$ cat src/rtl/mhp_tx_arbiter.sv
// mhp_tx_arbiter: round-robin owner of the single Ethernet transmit byte port.
// One source holds the port for a whole frame, delimited by its last flag.
// Frames are truncated at MAX_LEN bytes, and every frame is followed by GAP
// idle cycles. The byte path from the granted source to the MAC is purely
// combinational, so it adds no latency.
module mhp_tx_arbiter #(
   parameter int unsigned N_REQ   = 2,
   parameter int unsigned MAX_LEN = 64,
   parameter int unsigned GAP     = 2
) (
   input  logic               i_clk,
   input  logic               i_rst,
   input  logic [N_REQ-1:0]   i_req,
   input  logic [8*N_REQ-1:0] i_data,
   input  logic [N_REQ-1:0]   i_valid,
   input  logic [N_REQ-1:0]   i_last,
   output logic [N_REQ-1:0]   o_gnt,
   output logic [N_REQ-1:0]   o_ready,
   output logic [7:0]         o_wdata,
   input  logic               i_wready,
   output logic               o_wvalid,
   output logic               o_busy,
   output logic               o_abort
);

   localparam int unsigned IdxW = (N_REQ > 1) ? $clog2(N_REQ) : 1;
   localparam int unsigned CntW = $clog2(MAX_LEN + 1);
   localparam logic [CntW-1:0] LastCnt = CntW'(MAX_LEN - 1);
   localparam logic [3:0] GapLoad = 4'(GAP);

   typedef enum logic [1:0] {
      StIdle,
      StGrant,
      StXfer,
      StGap
   } state_e;

   state_e            state_q, state_d;
   logic [N_REQ-1:0]  gnt_q, gnt_d;
   logic [IdxW-1:0]   idx_q, idx_d;
   logic [IdxW-1:0]   ptr_q, ptr_d;
   logic [CntW-1:0]   cnt_q, cnt_d;
   logic [3:0]        gap_q, gap_d;
   logic              abort_q, abort_d;

   logic              sel_hit;
   logic [IdxW-1:0]   sel_idx;
   logic [7:0]        cur_data;
   logic              cur_valid;
   logic              cur_last;
   logic              cur_req;
   logic              in_xfer;
   logic              fire;
   logic              at_max;
   logic              frame_end;
   logic              trunc;

   // Round-robin pick: lowest requester at or above the pointer, else lowest overall.
   always_comb begin
      sel_hit = 1'b0;
      sel_idx = '0;
      for (int k = N_REQ - 1; k >= 0; k--) begin
         if (i_req[k]) begin
            sel_hit = 1'b1;
            sel_idx = IdxW'(k);
         end
      end
      for (int k = N_REQ - 1; k >= 0; k--) begin
         if (i_req[k] && (k >= int'(ptr_q))) begin
            sel_idx = IdxW'(k);
         end
      end
   end

   // Select the granted source's signals with a one-hot AND-OR mux.
   always_comb begin
      cur_data  = '0;
      cur_valid = 1'b0;
      cur_last  = 1'b0;
      cur_req   = 1'b0;
      for (int k = 0; k < N_REQ; k++) begin
         if (gnt_q[k]) begin
            cur_data  = cur_data | i_data[8*k +: 8];
            cur_valid = cur_valid | i_valid[k];
            cur_last  = cur_last | i_last[k];
            cur_req   = cur_req | i_req[k];
         end
      end
   end

   // Decode frame termination events for the current transfer cycle.
   always_comb begin
      in_xfer   = (state_q == StXfer);
      fire      = in_xfer & cur_valid & i_wready;
      at_max    = (cnt_q == LastCnt);
      // The last flag wins over truncation when both land on the same byte.
      trunc     = fire & ~cur_last & at_max;
      frame_end = (fire & (cur_last | at_max)) | (in_xfer & ~fire & ~cur_req);
   end

   // State register.
   always_ff @(posedge i_clk) begin
      if (i_rst) begin
         state_q <= StIdle;
      end else begin
         state_q <= state_d;
      end
   end

   // Next-state logic.
   always_comb begin
      state_d = state_q;
      unique case (state_q)
         StIdle: begin
            if (sel_hit) begin
               state_d = StGrant;
            end
         end
         StGrant: begin
            state_d = StXfer;
         end
         StXfer: begin
            if (frame_end) begin
               state_d = (GAP == 0) ? StIdle : StGap;
            end
         end
         StGap: begin
            if (gap_q <= 4'd1) begin
               state_d = StIdle;
            end
         end
         default: begin
            state_d = StIdle;
         end
      endcase
   end

   // Next values for grant, pointer, byte counter, gap counter and abort pulse.
   always_comb begin
      gnt_d   = gnt_q;
      idx_d   = idx_q;
      ptr_d   = ptr_q;
      cnt_d   = cnt_q;
      gap_d   = gap_q;
      abort_d = 1'b0;
      unique case (state_q)
         StIdle: begin
            if (sel_hit) begin
               gnt_d = N_REQ'(1) << sel_idx;
               idx_d = sel_idx;
            end
         end
         StGrant: begin
            cnt_d = '0;
         end
         StXfer: begin
            if (fire) begin
               cnt_d = cnt_q + 1'b1;
            end
            if (frame_end) begin
               gnt_d   = '0;
               ptr_d   = (idx_q == IdxW'(N_REQ - 1)) ? '0 : idx_q + 1'b1;
               gap_d   = GapLoad;
               abort_d = trunc;
            end
         end
         StGap: begin
            gnt_d = '0;
            if (gap_q != 4'd0) begin
               gap_d = gap_q - 4'd1;
            end
         end
         default: begin
            gnt_d = '0;
         end
      endcase
   end

   // Datapath registers.
   always_ff @(posedge i_clk) begin
      if (i_rst) begin
         gnt_q   <= '0;
         idx_q   <= '0;
         ptr_q   <= '0;
         cnt_q   <= '0;
         gap_q   <= '0;
         abort_q <= 1'b0;
      end else begin
         gnt_q   <= gnt_d;
         idx_q   <= idx_d;
         ptr_q   <= ptr_d;
         cnt_q   <= cnt_d;
         gap_q   <= gap_d;
         abort_q <= abort_d;
      end
   end

   // Outputs: the byte path is live only while transferring.
   always_comb begin
      o_ready  = '0;
      o_wdata  = '0;
      o_wvalid = 1'b0;
      o_busy   = (state_q != StIdle);
      if (state_q == StXfer) begin
         o_ready  = gnt_q & {N_REQ{i_wready}};
         o_wdata  = cur_data;
         o_wvalid = cur_valid;
      end
   end

   assign o_gnt   = gnt_q;
   assign o_abort = abort_q;

   // At most one grant, and it never moves while a frame is in flight.
   a_gnt_onehot: assert property (@(posedge i_clk) disable iff (i_rst) $onehot0(gnt_q));
   a_gnt_stable: assert property (@(posedge i_clk) disable iff (i_rst)
      (state_q == StXfer && state_d == StXfer) |=> $stable(gnt_q));

endmodule
$ cat config.mk
export PLATFORM = sky130hd
export DESIGN_NAME = mhp_tx_arbiter
export DESIGN_NICKNAME = d
export VERILOG_FILES = /design/src/rtl/mhp_tx_arbiter.sv
export SDC_FILE = /design/constraint.sdc
export NUM_CORES = 1
export LEC_CHECK = 0
export ABC_AREA = 1
export CAP_MARGIN = 5
export CORE_MARGIN = 2
export CORE_UTILIZATION = 40
export CTS_CLUSTER_DIAMETER = 60
export DETAILED_ROUTE_END_ITERATION = 8
export PLACE_DENSITY = 0.75
export SKIP_CTS_REPAIR_TIMING = 1
export SLEW_MARGIN = 15
export SYNTH_ARGS = -nofsm -noshare
export SYNTH_HDL_FRONTEND = slang
export SYNTH_SLANG_ARGS = --single-unit
$ cat constraint.sdc
create_clock -name i_clk -period 1.6 [get_ports i_clk]
set_input_delay 0.16 -clock i_clk [delete_from_list [all_inputs] [get_ports i_clk]]
set_output_delay 0.16 -clock i_clk [all_outputs]
set_load 0.005 [all_outputs]
==> results.yml <==
status:
  outcome: "finished clean"
synthesis:
  yosys-top-cells-area: "dfxtp_1 31%, nand2_1 12%, inv_1 9.0%, ha_1 8.6%, nor2_1 8.4%"
  syn-cell-area_um2: 1167
  yosysMostFrequentCell: "nand2_1"
  synth_warnings: 0
  yosys.area.top_type: "dfxtp_1"
  synthTopCellsByCount: "38 x nand2_1, 28 x inv_1, 26 x nor2_1"
  synth_top_area_frac: 0.3087
  async_reset_ff_frac: 0
  synthCells: 179
  synth_ff_type: "dfxtp_1"
  synth_edf_count: 0
  synth_cell_types: 25
  synth_area_per_cell_um2: 6.522
  synth-seq-area-share: 0.3087
  synth_nets: 212
  synth-seq-cells: 18
power:
  leakage_nw: 1.054
  p_per_area_nw_per_um2: 1353
  peakVddDrop_v: 0.001087
floorplanning:
  initial_utilization: 0.4233
  core-area_um2: 2758
  rows: 19
  fp.dieW_um: 58.02
  pin_count: 40
  die_h_um: 58.02
  dieArea_um2: 3366
cts:
  clkTransAtPathRegs_ns: 0.11
  cts.htree.levels: 1
  cts_root_buf: "clkbuf_4"
  cts_buffers: 3
  cts_sinks: 18
  clockBufferDepth: 2
  cts_tree: "done"
  clk_latency_ns: 0.31
placement:
  gp_congestion: 0.8220
  hpwl_um: 2271
  dp_worst_setup_slack_ns: -0.1978
  portBuffers: 39
  placedCellCount: 263
grt:
  grt_max_degree: 11
  track_usage: 0.1755
  grt_pass1_vias: 1069
  overflow: 0
  antenna_found_initial: 0
  grt_pass1_wl_um: 4636
timing:
  finalHoldViolCount: 0
  rsz0062_at_grt: "false"
  final.setup.tns_ns: 0
  hold_ws_ns: 0.4383
  slew_headroom: 0.8188
  clock.fmax_mhz: 664.1
  min_period_ns: 1.506
  fin_skew_ns: 0.005773
  fin_ws_ns: 0.09413
  worst_slew_pin_slew_ns: 0.2709
  layout_worst_path_cycle_share: 0.9412
  drv_slew: 0
  setup_viol: 0
worst_setup_path:
  cp.required_ns: 1.44
  crit_slowest_cell: "clkdlybuf4s50_1"
  reg2reg_to: "gap_q[2]$_SDFFE_PP0P_"
  worstReg2RegStart: "state_q[1]$_SDFFE_PP0P_"
  path_cells: "buf_4 > clkdlybuf4s50_1"
  cp-start-kind: "flop"
  worstSetupPathType: "reg -> out"
  cp-end-kind: "output pin"
  arrival_ns: 1.35
  rrSetupSlack_ns: 0.13
  crit_fanout: 5
  rr_worst_depth: 7
  cpPeakStageDelay_ns: 0.50
final_layout:
  diodes: 0
  nets: 276
  finalNonFillerCells: 273
  drive_gt1_frac: 0.2190
  area_growth_pct: 65.59
  fillers: 216
worst_hold_path:
  whs_endpoint: "ptr_q$_SDFFE_PP0P_"
  hp-class: "reg -> reg"
  hold_start: "idx_q$_SDFFE_PP0P_"
  min_path_cells: 1
route:
  routed_wl_um: 3071
  drt_iter0_drc: 53
  drc: 0
  wl_per_cell_um: 11.25
  vias: 1316
  drtAntennaViolNets: 0
  vias_per_cell: 4.821
  drt_pre_antenna_iters: 4
job:
  drv_cap: 0
layout by cell type (no fill, tap or decap), types with 2 or more instances in the layout:
| master | n |
|---|---|
| nand2_2 | 5 |
| buf_4 | 22 |
| clkdlybuf4s50_1 | 27 |
| dfxtp_2 | 5 |
| clkbuf_4 | 3 |
| nand4_1 | 4 |
| xor2_1 | 2 |
| a22oi_1 | 8 |
| nand2_1 | 31 |
| nand3_2 | 3 |
| dlymetal6s2s_1 | 12 |
| dfxtp_1 | 13 |
| ha_1 | 6 |
| nand3_1 | 11 |
| nor2_1 | 26 |
| a21oi_1 | 11 |
| inv_2 | 3 |
| nor3_1 | 3 |
| o21ai_0 | 5 |
| inv_1 | 24 |
| ha_4 | 2 |
| nand2_4 | 3 |
final cells by class:
cell class / count / area (µm²) / area share
Clock buffer: 4 / 36.28 / 0.01877
Inverter: 28 / 107.6 / 0.05566
Tap cell: 31 / 38.79 / 0.02006
Sequential cell: 18 / 366.6 / 0.1896
Multi-Input combinational cell: 130 / 778.2 / 0.4026
Timing Repair Buffer: 62 / 605.6 / 0.3133
worst max-delay path, delay by kind of cell, from the launching register on:
| kind | cells | cell delay [ns] |
|---|---|---|
| flops | 1 | 0.39 |
| buf+inv | 2 | 0.64 |
per-stage QoR:
stage	utilization	total power, W	cell area, µm²
2_1_floorplan	-	0.001423	1167
3_3_place_gp	0.6252	0.002046	1724
3_5_place_dp	0.6252	0.002053	1724
4_1_cts	0.6384	0.002348	1760
5_1_grt	0.7010	0.002872	1933
6_report	0.7010	0.002616	1933
kinds of logic after synthesis:
family,Yosys count,share of synthesized area
fa+ha+maj,8,0.08575
simple gates,89,0.3258
buf+inv,32,0.1072
flops,18,0.3087
compound gates,29,0.1501
xor+xnor,3,0.02251
how the worst max path moves through the flow:
stage / start / end / slack, ns / depth (start not counted)
after floorplan: state_q[0]$_SDFFE_PP0P_ / gap_q[1]$_SDFFE_PP0P_ / 0.02 / 11
after global placement: state_q[0]$_SDFFE_PP0P_ / gap_q[1]$_SDFFE_PP0P_ / -0.13 / 11
after detailed placement: state_q[0]$_SDFFE_PP0P_ / gap_q[1]$_SDFFE_PP0P_ / -0.20 / 11
after CTS: state_q[0]$_SDFFE_PP0P_ / o_wdata[5] / -0.51 / 6
after global routing: cnt_q[1]$_SDFFE_PP0P_ / state_q[1]$_SDFFE_PP0P_ / 0.007 / 11
final: o_gnt[1]$_SDFFE_PP0P_ / o_gnt[1] / 0.09 / 2
routing by layer:
layer | vias to the layer above | share of wire | GRT usage
met5 | - | 0 | 0
met1 | 571 | 0.47 | 0.2424
met4 | 0 | 0.012 | 0.05980
met2 | 25 | 0.47 | 0.2711
met3 | 4 | 0.045 | 0.03795
li1 | 716 | - | -
report_power, final:
part | switching [W] | total (W) | leakage (nW) | internal (W)
sequential | 0.0000834 | 0.000633 | 0.148 | 0.000549
clock | 0.000154 | 0.000293 | 0.0210 | 0.000139
combinational | 0.000829 | 0.00169 | 0.885 | 0.000861
registers in the layout, indices dropped and copies added (netlist names):
signal	count
idx_q	1
state_q	2
ptr_q	1
cnt_q	7
o_gnt	2
o_abort	1
gap_q	4
(Power assumes the default switching activity.)
